[config.mk]
export PLATFORM = sky130hd
export DESIGN_NAME = ram_sync_read_be
export DESIGN_NICKNAME = d
export VERILOG_FILES = /design/src/rtl/ram_sync_read_be.sv
export SDC_FILE = /design/constraint.sdc
export NUM_CORES = 1
export LEC_CHECK = 0
export CORE_UTILIZATION = 46
export DETAILED_ROUTE_END_ITERATION = 6
export GPL_ROUTABILITY_DRIVEN = 0
export GPL_TIMING_DRIVEN = 0
export PLACE_DENSITY = 0.63
export SETUP_SLACK_MARGIN = 0.3
export SLEW_MARGIN = 20
export SYNTH_ARGS = -nofsm -noshare
export SYNTH_HDL_FRONTEND = slang
export SYNTH_SLANG_ARGS = --single-unit
[constraint.sdc]
create_clock -name clock -period 2.4 [get_ports clock]
set_clock_uncertainty 0.05 [all_clocks]
set_input_delay 0.36 -clock clock [delete_from_list [all_inputs] [get_ports clock]]
set_output_delay 0.36 -clock clock [all_outputs]
set_load 0.01 [all_outputs]
[src/rtl/ram_sync_read_be.sv]
// Synchronous-read RAM with per-byte write enables, configurable read latency,
// selectable same-address collision behaviour and optional zero-fill after reset.
module ram_sync_read_be #(
    parameter int unsigned AWIDTH         = 3,
    parameter int unsigned DWIDTH         = 32,
    parameter int unsigned RD_LATENCY     = 1,
    parameter int unsigned WR_MODE        = 0,
    parameter int unsigned CLEAR_ON_RESET = 1
) (
    input  logic                  clock,
    input  logic                  reset_n,
    output logic                  ready,
    input  logic                  wr_en,
    input  logic [AWIDTH-1:0]     wr_addr,
    input  logic [DWIDTH/8-1:0]   wr_be,
    input  logic [DWIDTH-1:0]     wr_data,
    input  logic                  rd_en,
    input  logic [AWIDTH-1:0]     rd_addr,
    output logic [DWIDTH-1:0]     rd_data,
    output logic                  rd_valid
);

    localparam int unsigned DEPTH  = 2 ** AWIDTH;
    localparam int unsigned NBYTES = DWIDTH / 8;

    // Elaboration-time parameter sanity checks.
    if ((DWIDTH % 8) != 0 || DWIDTH == 0) begin : g_bad_dwidth
        $error("ram_sync_read_be: DWIDTH must be a non-zero multiple of 8");
    end
    if (RD_LATENCY != 1 && RD_LATENCY != 2) begin : g_bad_latency
        $error("ram_sync_read_be: RD_LATENCY must be 1 or 2");
    end
    if (WR_MODE > 1) begin : g_bad_wr_mode
        $error("ram_sync_read_be: WR_MODE must be 0 or 1");
    end

    typedef enum logic [0:0] {
        StClear,
        StRun
    } state_e;

    // Without zero-fill the FSM comes out of reset already in RUN; ready still
    // waits for the first edge because it is a separate register cleared by reset.
    localparam state_e RstState = (CLEAR_ON_RESET != 0) ? StClear : StRun;

    state_e              state_q, state_d;
    logic                ready_q, ready_d;
    logic [AWIDTH-1:0]   clr_cnt_q, clr_cnt_d;
    logic                clr_we;

    logic [DWIDTH-1:0]   mem_q [DEPTH];

    logic                wr_fire;
    logic                rd_fire;
    logic [DWIDTH-1:0]   wr_old;
    logic [DWIDTH-1:0]   wr_merged;
    logic [DWIDTH-1:0]   rd_word;

    logic                rd_valid1_q;
    logic [DWIDTH-1:0]   rd_data1_q;

    // Requests are only honoured once the block reports ready.
    assign wr_fire = wr_en & ready_q;
    assign rd_fire = rd_en & ready_q;
    assign ready   = ready_q;

    // Next-state logic: walk the clear counter across the array, then run.
    always_comb begin
        state_d   = state_q;
        clr_cnt_d = clr_cnt_q;
        clr_we    = 1'b0;
        unique case (state_q)
            StClear: begin
                clr_we    = 1'b1;
                clr_cnt_d = clr_cnt_q + AWIDTH'(1);
                if (clr_cnt_q == AWIDTH'(DEPTH - 1)) begin
                    state_d = StRun;
                end
            end
            StRun: begin
                state_d = StRun;
            end
            default: begin
                state_d = RstState;
            end
        endcase
        ready_d = (state_d == StRun);
    end

    // FSM state, clear counter and ready flag.
    always_ff @(posedge clock or negedge reset_n) begin
        if (!reset_n) begin
            state_q   <= RstState;
            clr_cnt_q <= '0;
            ready_q   <= 1'b0;
        end else begin
            state_q   <= state_d;
            clr_cnt_q <= clr_cnt_d;
            ready_q   <= ready_d;
        end
    end

    // Byte-enable merge of the write data onto the currently stored word.
    always_comb begin
        wr_old    = mem_q[wr_addr];
        wr_merged = wr_old;
        for (int b = 0; b < int'(NBYTES); b++) begin
            if (wr_be[b]) begin
                wr_merged[8*b +: 8] = wr_data[8*b +: 8];
            end
        end
    end

    // Read word selection; write-first forwards the merged word on a same-address hit.
    always_comb begin
        rd_word = mem_q[rd_addr];
        if (WR_MODE != 0 && wr_fire && (wr_addr == rd_addr)) begin
            rd_word = wr_merged;
        end
    end

    // Storage array: zero-fill while clearing, otherwise byte-masked writes.
    always_ff @(posedge clock) begin
        if (clr_we) begin
            mem_q[clr_cnt_q] <= '0;
        end else if (wr_fire) begin
            mem_q[wr_addr] <= wr_merged;
        end
    end

    // First read stage: capture the addressed word, hold data between responses.
    always_ff @(posedge clock or negedge reset_n) begin
        if (!reset_n) begin
            rd_valid1_q <= 1'b0;
            rd_data1_q  <= '0;
        end else begin
            rd_valid1_q <= rd_fire;
            if (rd_fire) begin
                rd_data1_q <= rd_word;
            end
        end
    end

    if (RD_LATENCY >= 2) begin : g_lat2
        logic                rd_valid2_q;
        logic [DWIDTH-1:0]   rd_data2_q;

        // Extra output stage; data only advances with a valid response.
        always_ff @(posedge clock or negedge reset_n) begin
            if (!reset_n) begin
                rd_valid2_q <= 1'b0;
                rd_data2_q  <= '0;
            end else begin
                rd_valid2_q <= rd_valid1_q;
                if (rd_valid1_q) begin
                    rd_data2_q <= rd_data1_q;
                end
            end
        end

        assign rd_valid = rd_valid2_q;
        assign rd_data  = rd_data2_q;
    end else begin : g_lat1
        assign rd_valid = rd_valid1_q;
        assign rd_data  = rd_data1_q;
    end

endmodule
=== Word-level counts from Yosys, hierarchy flattened ===
Memories as Yosys holds them, arrays and structs flattened. A register that Yosys moved wholly into a read port is not among the register bits.
Index checks and enable logic that the tools add are counted.
W data, S select, Z words.

* Multiplexer cells: 13
* $add $sub $neg: 1
* Shifts and indexed selects: 0
* Equal/unequal tests: 5
* Divide/modulo/power cells: 0
* $mul: 0
* Magnitude comparators: 0
* Bitwise logic cells: 3
* Reduce and logical (&&, ||, !) cells: 6

{| class="wikitable"
|+ Operators by type and width
! operator !! count
|-
| $mux W32 || 1
|-
| $mux W8 || 4
|-
| $reduce_or A32 Y1 || 1
|-
| $reduce_and A2 Y1 || 4
|-
| $mux W1 || 5
|-
| $mux W4 || 1
|-
| $ne A1 B1 Y1 const B || 4
|-
| $add A3 B1 Y3 const B || 1
|-
| $eq A3 B3 Y1 const B || 1
|-
| $mux W3 || 1
|-
| $and A1 B1 Y1 || 2
|-
| $pmux W1 S2 || 1
|-
| $logic_not A1 Y1 || 1
|-
| $not A1 Y1 || 1
|}

* Logic and storage cells: 32
* RAM bits: 256
* Latch bits: 0
* Input port bits: 46
* Memories kept: 1
* Bits in read-only memories: 0
* Flip-flop bits (word level): 5

{| class="wikitable"
|+ Memories
! memory !! words !! bits a word !! read ports !! clocked after memory_dff !! wr ports !! RTL line !! source
|-
| mem_q || 8 || 32 || 1 || 1 || 1 || 51 || <nowiki>logic [DWIDTH-1:0] mem_q [DEPTH];</nowiki>
|}

=== Logic depth before layout (Yosys ltp) ===
Gate-level depths: netlist (run 1).

* Depth in word-level cells: 7
* Mapped depth: 6
* Depth with buffers taken out: 3

=== Worst setup path after synthesis (run 1) ===
Ideal clock, no wire load.

* Path kind: register -> register
* Start point: register ready_q (netlist: ready)
* End point: memory mem_q[5][0] (enable)
* Slack: 258 ps
* Library setup time: 375 ps
* Required time: 1975 ps
* Path buffers: 1
* Period minus slack after synthesis: 2142 ps
* Arrival: 1716 ps
* Stages on the path, launching flop included: 5
* Cells stage by stage: dfrtp_1 buf_4 nand2_2 or4_1 a21oi_1

* Cells in the longest elaborated chain, start to end: 7
* Elaborated cells between the ends (all ways): 12

{| class="wikitable"
|+ RTL lines
! element !! RTL line !! source
|-
| start, declared || 47 || <nowiki>logic ready_q, ready_d;</nowiki>
|-
| start signal, assigned || 99 || <nowiki>ready_q <= ready_d;</nowiki>
|-
| $and A1 B1 Y1 || 63 || <nowiki>assign wr_fire = wr_en & ready_q;</nowiki>
|-
| $mux W1 || 126 || <nowiki>end else if (wr_fire) begin</nowiki>
|-
| $mux W1 || 124 || <nowiki>if (clr_we) begin</nowiki>
|-
| $mux W1 (not written as such) || 127 || <nowiki>mem_q[wr_addr] <= wr_merged;</nowiki>
|-
| $reduce_and A2 Y1 (no source line) || n/a ||
|-
| $reduce_or A32 Y1 (no source line) || n/a ||
|-
| $mux W3 (no source line) / $mux W4 (equally long branches) || n/a ||
|-
| end, declared || 51 ||
|}

Parallel ways exist; a longest one is shown, timed or not.

=== Final worst setup path (run 1) ===
* Start point: input wr_be[3]
* End point: memory mem_q[2][13] (enable)

* Cells in the longest elaborated chain, start to end: 4
* Elaborated cells between the ends (all ways): 5

{| class="wikitable"
|+ RTL lines
! element !! RTL line !! source
|-
| start, declared || 15 || <nowiki>input logic [DWIDTH/8-1:0] wr_be,</nowiki>
|-
| $ne A1 B1 Y1 (no source line) * || n/a ||
|-
| $reduce_and A2 Y1 (no source line) * || n/a ||
|-
| $reduce_or A32 Y1 (no source line) * || n/a ||
|-
| $mux W3 (no source line) / $mux W4 (equally long branches) || n/a ||
|}

Mark *: on every way between the ends. The rest lies on a longest branch, timed or not.

==> impl_metrics.py, run 1 <==
metrics = {
    "run_status": {
        "status": "finished clean",
    },
    "detailed_routing": {
        "vias_per_cell": 5.93,
        "drt-total-wl_um": 32500,
        "initialDrtViolationCount": 597,
        "routedWlPerCell_um": 26.8,
        "via_count": 7185,
        "drt_first_pass_iters": 5,
        "drc_errors": 0,
        "ant_nets": 0,
    },
    "worst_setup_path": {
        "cp-start-kind": "input port",
        "cp.required_ns": 2.60,
        "endpoint_kind": "flop",
        "worstSetupPathType": "input port to flop",
        "path_cells": "clkdlybuf4s50_1 -> nor4_4 -> buf_4 -> o2111ai_2 -> a21oi_4 -> buf_12",
        "crit_path_top_delay_cell": "clkdlybuf4s50_1",
        "critPathMaxFanout": 8,
        "worst-endpoint-arrival_ns": 2.34,
        "slowest_delay_ns": 0.53,
        "critical_path_buf_inv_count": 3,
        "cp_top_family": "buffers and inverters",
    },
    "timing": {
        "slew_headroom": 0.271,
        "fin_ws_ns": 0.259,
        "setup_tns_ns": 0,
        "rsz0062_at_grt": "false",
        "slew_violations": 0,
        "finalHoldViolCount": 0,
        "finalCritPeriodShare": 0.892,
        "max_freq_mhz": 467,
        "setup_violations": 0,
        "tightest_slew_ns": 1.09,
        "finalCriticalPeriod_ns": 2.14,
    },
    "clocking": {
        "cts.sinks": 293,
        "clk_path_buf_depth": 3,
        "clk_pin_slew_ns": 0.06,
        "cts_max_level": 1,
        "cts_tree": "yes",
        "clock-root-buffer": "clkbuf_16",
        "clk_latency_ns": 0.55,
        "numCtsBuffers": 29,
    },
    "pwr": {
        "leakage_uw": 0.00560,
        "total_power_uw": 11200,
        "clkPwrFrac": 0.409,
        "p_per_area_mw_per_mm2": 739,
        "p_comb_frac": 0.082,
        "power_switching_uw": 2430,
        "peakVddDrop_mv": 0.388,
        "switching_share": 0.218,
        "sequentialPowerShare": 0.509,
        "intPower_uw": 8740,
    },
    "synthesis": {
        "syn_avg_cell_area_um2": 16.7,
        "synth-edff-count": 256,
        "async_flop_share": 0.126,
        "netlist_area_mm2": 0.0118,
        "yosys.area.top_type_share": 0.653,
        "yosysTopAreaCell": "edfxtp_1",
        "ys.flop_type": "edfxtp_1",
        "synth_nets": 752,
        "syn_inst": 704,
        "ys_seq_area_frac": 0.732,
        "ys_ff_latch": 293,
        "synth.area.top_cells": "edfxtp_1 (65%), dfrtp_1 (7.9%), mux2_2 (6.3%)",
        "synthDistinctLibCells": 33,
        "yosysWarnings": 0,
    },
    "layout": {
        "final_area_mm2": 0.0151,
        "nets": 908,
        "final_cell_mix": "edfxtp_1 (256), clkdlybuf4s50_1 (73), mux2_2 (66), mux2i_1 (64), dfrtp_1 (37)",
        "area_growth_pct": 28.4,
        "final_common_cell": "edfxtp_1",
        "drive_gt1_frac": 0.262,
    },
    "placement": {
        "place_hpwl_um": 19200,
        "dp_slack_ns": -0.840,
        "io_buffers": 77,
        "detailed_place.area_mm2": 0.0130,
    },
    "floorplan": {
        "rows": 58,
        "fp.dieArea_mm2": 0.0262,
        "dieHeight_um": 162,
        "pin_count": 80,
        "start_util": 0.469,
        "core_area_mm2": 0.0251,
        "fp.dieW_um": 162,
    },
    "global_routing": {
        "grt_pass1_wl_um": 46900,
        "grt_overflow": 0,
        "grt_max_degree": 22,
        "antenna_found_initial": 1,
        "grt_usage": 0.247,
        "grt_pass1_vias": 7442,
    },
    "job": {
        "drv_cap": 0,
    },
    "hold_path": {
        "hold_class": "input port to async pin",
    },
}
-- worst reg2reg max path, cell delays in order, from the launching register on --
cell,delay (ns)
dfrtp_1,0.42
buf_6,0.17
nand2_4,0.12
or4_4,0.67
a21oi_4,0.22
buf_12,0.16
-- cell families after synthesis --
logic type | after synthesis | share of synthesized area
DFF | 293 | 0.732
AOI/OAI and AO/OA | 140 | 0.0831
muxes | 130 | 0.118
and+or+nand+nor | 91 | 0.0424
buffers and inverters | 47 | 0.0220
adders and majority gates | 2 | 0.00213
xor gates and xnor gates | 1 | 0.000744
-- state kept, by name (all words and copies together), names as in the netlist --
signal and count:
mem_q 256, rd_data 32, clr_cnt_q 3, rd_valid 1
ready 1
-- per-stage QoR --
step           hold slack, ns  utilization  instances
6_report                0.385        0.602       1212
3_5_place_dp            0.378        0.517       1112
3_3_place_gp            0.415        0.516       1111
4_1_cts                 0.378        0.595       1203
2_1_floorplan          0.0144            -        704
5_1_grt                 0.411        0.602       1212
-- power by group through the flow --
stage                     clock network (µW)  registers [µW]  logic (µW)
after floorplan                            0            5810         381
after global placement                     0            5790         798
after detailed placement                   0            5790         822
after CTS                               4560            5680         881
after global routing                    4800            5690         969
final                                   4560            5680         921
-- layout make-up --
| cell class | instances | area (µm²) |
|---|---|---|
| multi-input cells | 364 | 3340 |
| inverters | 4 | 15.0 |
| clock inverters | 16 | 178 |
| flip-flops and latches | 293 | 8610 |
| well taps | 330 | 413 |
| clock buffers | 36 | 772 |
| fillers | 1849 | 10000 |
| plain buffers | 43 | 253 |
| repair buffers | 125 | 1530 |
| diodes | 1 | 2.50 |
-- timing repair --
| item | in CTS | in global routing |
|---|---|---|
| pin swaps | 28 | 12 |
| hold buffers | 1 | 0 |
| hold endpoints to repair | 20 | 0 |
| buffers inserted | 38 | 8 |
| resized for setup | 69 | 16 |
| endpoints found under the setup margin | 267 | 290 |
-- layer usage --
metal / global-route usage / vias to the layer above / part of all wire
li1: - / 3115 / -
met1: 0.318 / 3678 / 0.40
met4: 0.0982 / 0 / 0.041
met2: 0.429 / 306 / 0.51
met5: 0 / - / 0
met3: 0.0286 / 86 / 0.057
-- path summary, 6_finish.rpt --
path | startpoint | endpoint | slack [ns] | depth (start not counted)
worst max register to register | ready | mem_q[5][0] | 0.29 | 5
max in group asynchronous | reset_n | rd_data[12] | 1.35 | 3
worst min-delay path | reset_n | rd_data[0] | 0.39 | 2
worst min register to register | rd_data[8] | rd_data[8] | 0.43 | 2
min in group clock | rd_data[8] | rd_data[8] | 0.43 | 2
worst max-delay path | wr_be[3] | mem_q[2][13] | 0.26 | 6
-- Yosys cell counts, types with 3 or more instances --
cell / number
a22o_1: 32
nor2b_1: 3
a21boi_1: 4
a21oi_1: 32
nor2_1: 4
nand2_1: 36
mux2i_1: 64
o2111ai_1: 6
buf_4: 15
edfxtp_1: 256
dfrtp_1: 37
o31ai_1: 32
buf_6: 3
inv_1: 4
clkbuf_1: 20
and3_1: 33
buf_2: 3
mux2_2: 66
o22ai_1: 32
nand4_1: 3
Power figures use the tool's default switching activity.
==> run 2, diff against run 1 <==
--- a/config.mk
+++ b/config.mk
@@ -5,11 +5,13 @@
 export SDC_FILE = /design/constraint.sdc
 export NUM_CORES = 1
 export LEC_CHECK = 0
+export CELL_PAD_IN_SITES_DETAIL_PLACEMENT = 0
+export CELL_PAD_IN_SITES_GLOBAL_PLACEMENT = 1
 export CORE_UTILIZATION = 46
 export DETAILED_ROUTE_END_ITERATION = 6
 export GPL_ROUTABILITY_DRIVEN = 0
 export GPL_TIMING_DRIVEN = 0
-export PLACE_DENSITY = 0.63
+export PLACE_DENSITY = 0.78
 export SETUP_SLACK_MARGIN = 0.3
 export SLEW_MARGIN = 20
 export SYNTH_ARGS = -nofsm -noshare
==> run 2 against run 1 <==
  * First-iteration DRC count grew 34%
  * Hold slack worse by 0.035 ns
  * Clock-buffer cell count down 3
  * Total power down 1.4%
  * Final area decreased by 0.50%
  * Combinational power shrank 0.8%
  * Critical path type is now flop to flop
  * Routed wire length about the same
  * Non-clock buffer count is 2 lower
==> impl_metrics.py, run 2 (synthesis gave the netlist of run 1 again) <==
metrics = {
    "run_status": {
        "status": "finished clean",
    },
    "timing": {
        "max_freq_mhz": 476,
        "slew_violations": 0,
        "rsz0062_at_grt": "false",
        "tightest_slew_ns": 1.09,
        "finalHoldViolCount": 0,
        "slew_headroom": 0.271,
        "finalCriticalPeriod_ns": 2.10,
        "setup_violations": 0,
        "finalCritPeriodShare": 0.876,
    },
    "pwr": {
        "p_per_area_mw_per_mm2": 733,
        "peakVddDrop_mv": 0.438,
        "leakage_uw": 0.00556,
        "total_power_uw": 11000,
    },
    "detailed_routing": {
        "ant_nets": 0,
        "routedWlPerCell_um": 26.9,
        "via_count": 7233,
        "vias_per_cell": 5.99,
        "drc_errors": 0,
        "initialDrtViolationCount": 800,
        "drt-total-wl_um": 32500,
        "drt_first_pass_iters": 5,
    },
    "clocking": {
        "cts_max_level": 1,
        "numCtsBuffers": 28,
        "cts_tree": "yes",
        "cts.sinks": 293,
        "clk_latency_ns": 0.55,
        "clock-root-buffer": "clkbuf_16",
        "clk_pin_slew_ns": 0.06,
        "clk_path_buf_depth": 3,
    },
    "worst_setup_path": {
        "worst-endpoint-arrival_ns": 2.30,
        "cp-start-kind": "flop",
        "critPathMaxFanout": 10,
        "cp.required_ns": 2.60,
        "endpoint_kind": "flop",
        "worstSetupPathType": "flop to flop",
    },
    "layout": {
        "area_growth_pct": 27.8,
        "nets": 905,
        "largest_reg_flops": 256,
        "fillers": 1836,
        "final_cell_mix": "edfxtp_1 (256), clkdlybuf4s50_1 (72), mux2_2 (66), mux2i_1 (64)",
        "final_common_cell": "edfxtp_1",
        "regMostFlops": "mem_q",
        "instances_no_fill": 1208,
        "n_antenna_cell": 0,
        "drive_gt1_frac": 0.256,
        "multiInputGateArea_mm2": 0.00332,
        "ff_latch_area_mm2": 0.00861,
    },
    "floorplan": {
        "core_area_mm2": 0.0251,
        "fp.dieArea_mm2": 0.0262,
        "start_util": 0.469,
        "pin_count": 80,
        "rows": 58,
        "fp.dieW_um": 162,
        "dieHeight_um": 162,
    },
    "global_routing": {
        "grt_max_degree": 23,
        "grt_overflow": 0,
        "grt_usage": 0.253,
        "antenna_found_initial": 0,
        "grt_pass1_wl_um": 48400,
        "grt_pass1_vias": 7727,
    },
    "job": {
        "drv_cap": 0,
    },
    "placement": {
        "place_hpwl_um": 19000,
        "io_buffers": 77,
        "dp.cells": 1112,
    },
    "hold_path": {
        "hold_class": "input port to async pin",
    },
}
run 2: cell types whose count changed in the layout (fill, tap and decap cells not counted), moves of 2 or more:
cell | before | now
buf_4 | 30 | 28
clkbuf_2 | 4 | 2
clkinv_1 | 5 | 8
dlygate4sd2_1 | 0 | 3
dlymetal6s2s_1 | 3 | 1
run 2: worst paths after layout:
check,slack [ns],depth (start not counted),end,start
setup / recovery,0.30,5,mem_q[7][5],ready
hold / removal,0.35,2,rd_data[10],reset_n
setup reg to reg,0.30,5,mem_q[7][5],ready
hold reg to reg,0.43,2,rd_data[16],rd_data[16]
max in group asynchronous,1.39,3,ready,reset_n
min in group clock,0.43,2,rd_data[16],rd_data[16]
run 2: metal layers:
layer / global-route usage / up-vias / routed length, µm
li1: - / 3111 / -
met1: 0.319 / 3661 / 12400
met2: 0.431 / 354 / 16400
met3: 0.0380 / 107 / 2350
met4: 0.116 / 0 / 1400
met5: 0 / - / 0
run 2: critical path, stage by stage (launching register included):
cell and delay, ns:
dfrtp_2 0.40, and2_1 0.15, buf_2 0.26, nand3_1 0.45, a21oi_4 0.33, buf_12 0.17
run 2: where the power goes:
group          leakage [µW]  switching [µW]  total [µW]  internal, µW
combinational       0.00204             510         914           404
sequential          0.00306            46.4        5680          5630
clock              0.000457            1850        4420          2570
run 2: area by class of cell:
| cell class | instances | area share |
|---|---|---|
| Buffer | 43 | 0.0166 |
| Multi-Input combinational cell | 364 | 0.221 |
| Timing Repair Buffer | 123 | 0.100 |
| Sequential cell | 293 | 0.573 |
| Inverter | 4 | 0.000999 |
| Clock inverter | 18 | 0.0106 |
| Tap cell | 330 | 0.0275 |
| Clock buffer | 33 | 0.0506 |
run 2: metrics by stage:
step | util | area [µm²] | hold slack [ns] | worst slack, ns | TNS, ns
6_report | 0.599 | 15000 | 0.350 | 0.298 | 0
3_3_place_gp | 0.516 | 13000 | 0.417 | -0.786 | -206.74
2_1_floorplan | - | 11800 | 0.0144 | 0.258 | 0
4_1_cts | 0.596 | 15000 | 0.363 | 0.299 | 0
3_5_place_dp | 0.517 | 13000 | 0.382 | -0.859 | -196.96
5_1_grt | 0.599 | 15000 | 0.422 | 0.291 | 0
run 2: repair_timing:
action                                  4_1_cts  5_1_grt
setup buffers                                38        6
gates resized for setup                      77        6
hold endpoints to repair                     21        0
pin swaps                                    33       11
endpoints found under the setup margin      266      298
hold buffers                                  1        0
cloned                                        0        0
==> run 3, diff against run 2 <==
--- a/config.mk
+++ b/config.mk
@@ -10,7 +10,6 @@
 export CORE_UTILIZATION = 46
 export DETAILED_ROUTE_END_ITERATION = 6
 export GPL_ROUTABILITY_DRIVEN = 0
-export GPL_TIMING_DRIVEN = 0
 export PLACE_DENSITY = 0.78
 export SETUP_SLACK_MARGIN = 0.3
 export SLEW_MARGIN = 20
==> run 3 against run 2 <==
  * Combinational power shrank 7.9%
  * Critical path depth is the same
  * Final area is 3.8% lower
  * Hold slack improved by 0.034 ns
  * Critical endpoint is now mem_q[0][29]
==> impl_metrics.py, run 3 (synthesis gave the netlist of run 1 again) <==
metrics = {
    "clocking": {
        "clk_pin_slew_ns": 0.06,
        "cts_max_level": 1,
        "cts_tree": "yes",
        "clk_latency_ns": 0.55,
        "cts.sinks": 293,
        "clk_path_buf_depth": 3,
        "numCtsBuffers": 29,
        "clock-root-buffer": "clkbuf_16",
    },
    "pwr": {
        "switching_share": 0.211,
        "sequentialPowerShare": 0.500,
        "leakage_uw": 0.00555,
        "p_comb_frac": 0.074,
        "p_per_area_mw_per_mm2": 785,
        "clkPwrFrac": 0.426,
        "peakVddDrop_mv": 0.546,
        "intPower_uw": 8960,
        "power_switching_uw": 2390,
    },
    "worst_setup_path": {
        "critPathMaxFanout": 11,
        "cp.required_ns": 2.59,
        "endpoint_kind": "flop",
        "cp-start-kind": "input port",
        "worst-endpoint-arrival_ns": 2.23,
        "worstSetupPathType": "input port to flop",
    },
    "detailed_routing": {
        "initialDrtViolationCount": 499,
        "drc_errors": 0,
        "drt_first_pass_iters": 4,
        "drt-total-wl_um": 27700,
        "ant_nets": 0,
        "via_count": 6858,
        "routedWlPerCell_um": 23.0,
        "vias_per_cell": 5.70,
    },
    "timing": {
        "slew_headroom": 0.604,
        "finalCriticalPeriod_ns": 2.04,
        "finalCritPeriodShare": 0.849,
        "rsz0062_at_grt": "false",
        "max_freq_mhz": 491,
        "slew_violations": 0,
        "setup_tns_ns": 0,
        "finalHoldViolCount": 0,
        "tightest_slew_ns": 0.594,
        "holdWs_ns": 0.384,
        "setup_violations": 0,
    },
    "global_routing": {
        "grt_pass1_vias": 7161,
        "grt_max_degree": 45,
        "antenna_found_initial": 0,
        "grt_overflow": 0,
        "grt_pass1_wl_um": 42000,
        "grt_usage": 0.215,
    },
    "layout": {
        "final_common_cell": "edfxtp_1",
        "final_cell_mix": "edfxtp_1 (256), clkdlybuf4s50_1 (76), buf_4 (72), mux2_2 (66), mux2i_1 (64)",
        "regMostFlops": "mem_q",
        "nets": 899,
        "drive_gt1_frac": 0.233,
        "largest_reg_flops": 256,
        "area_growth_pct": 22.9,
        "n_antenna_cell": 0,
        "fillers": 1941,
        "instances_no_fill": 1204,
    },
    "job": {
        "drv_cap": 0,
    },
    "hold_path": {
        "hold_class": "input port to flop",
    },
    "floorplan": {
        "core_area_mm2": 0.0251,
        "pin_count": 80,
        "fp.dieArea_mm2": 0.0262,
        "rows": 58,
        "start_util": 0.469,
        "fp.dieW_um": 162,
        "dieHeight_um": 162,
    },
    "placement": {
        "io_buffers": 79,
        "dp.cells": 1145,
        "place_hpwl_um": 17500,
    },
    "run_status": {
        "status": "finished clean",
    },
}
[run 3: through the flow]
stage,util,power [µW],cell area [µm²],setup WS (ns)
6_report,0.576,11400,14500,0.363
5_1_grt,0.576,11700,14500,0.318
4_1_cts,0.574,11400,14400,0.329
3_5_place_dp,0.532,6620,13400,-0.216
3_3_place_gp,0.532,6610,13400,-0.150
2_1_floorplan,-,6190,11800,0.258
[run 3: timing repair]
| action | CTS | global route |
|---|---|---|
| pin swaps | 0 | 1 |
| setup buffers | 0 | 3 |
| gates resized for setup | 1 | 2 |
| gates cloned | 0 | 1 |
| endpoints found under the hold margin | 37 | 0 |
| hold buffers | 1 | 0 |
| endpoints found under the setup margin | 34 | 234 |
[run 3: final timing paths]
check                       startpoint            to  slack (ns)  cells after the start
min in group asynchronous      reset_n    rd_data[5]        0.39                      3
max                           wr_be[1]  mem_q[0][29]        0.36                      5
max reg2reg                      ready  mem_q[5][19]        0.38                      4
min                         rd_addr[1]   rd_data[23]        0.38                      4
min reg2reg                rd_data[12]   rd_data[12]        0.43                      2
max in group asynchronous      reset_n         ready        1.48                      3
[run 3: critical path: stages]
cell	delay [ns]
clkdlybuf4s50_1	0.55
buf_4	0.21
or4_4	0.57
buf_4	0.22
and3_1	0.31
[run 3: area by class of cell]
cell class / count / area, µm² / share of cell area
Tap cell: 330 / 413 / 0.0286
Multi-Input combinational cell: 365 / 2920 / 0.202
Timing Repair Buffer: 158 / 1460 / 0.101
Clock buffer: 32 / 757 / 0.0524
Inverter: 4 / 15.0 / 0.00104
Clock inverter: 22 / 275 / 0.0190
Sequential cell: 293 / 8610 / 0.596
[run 3: power groups by stage]
stage	combinational, µW	clock (µW)	sequential, µW
2_1_floorplan	381	0	5810
3_3_place_gp	831	0	5780
3_5_place_dp	843	0	5780
4_1_cts	849	4900	5670
5_1_grt	906	5110	5680
6_report	842	4840	5670
[run 3: metal layers]
layer | global-route usage | part of all wire | vias up | wire length (µm)
li1 | - | - | 3105 | -
met3 | 0.0368 | 0.064 | 37 | 1760
met2 | 0.379 | 0.51 | 234 | 14200
met1 | 0.276 | 0.41 | 3482 | 11200
met5 | 0 | 0 | - | 0
met4 | 0.0515 | 0.016 | 0 | 448
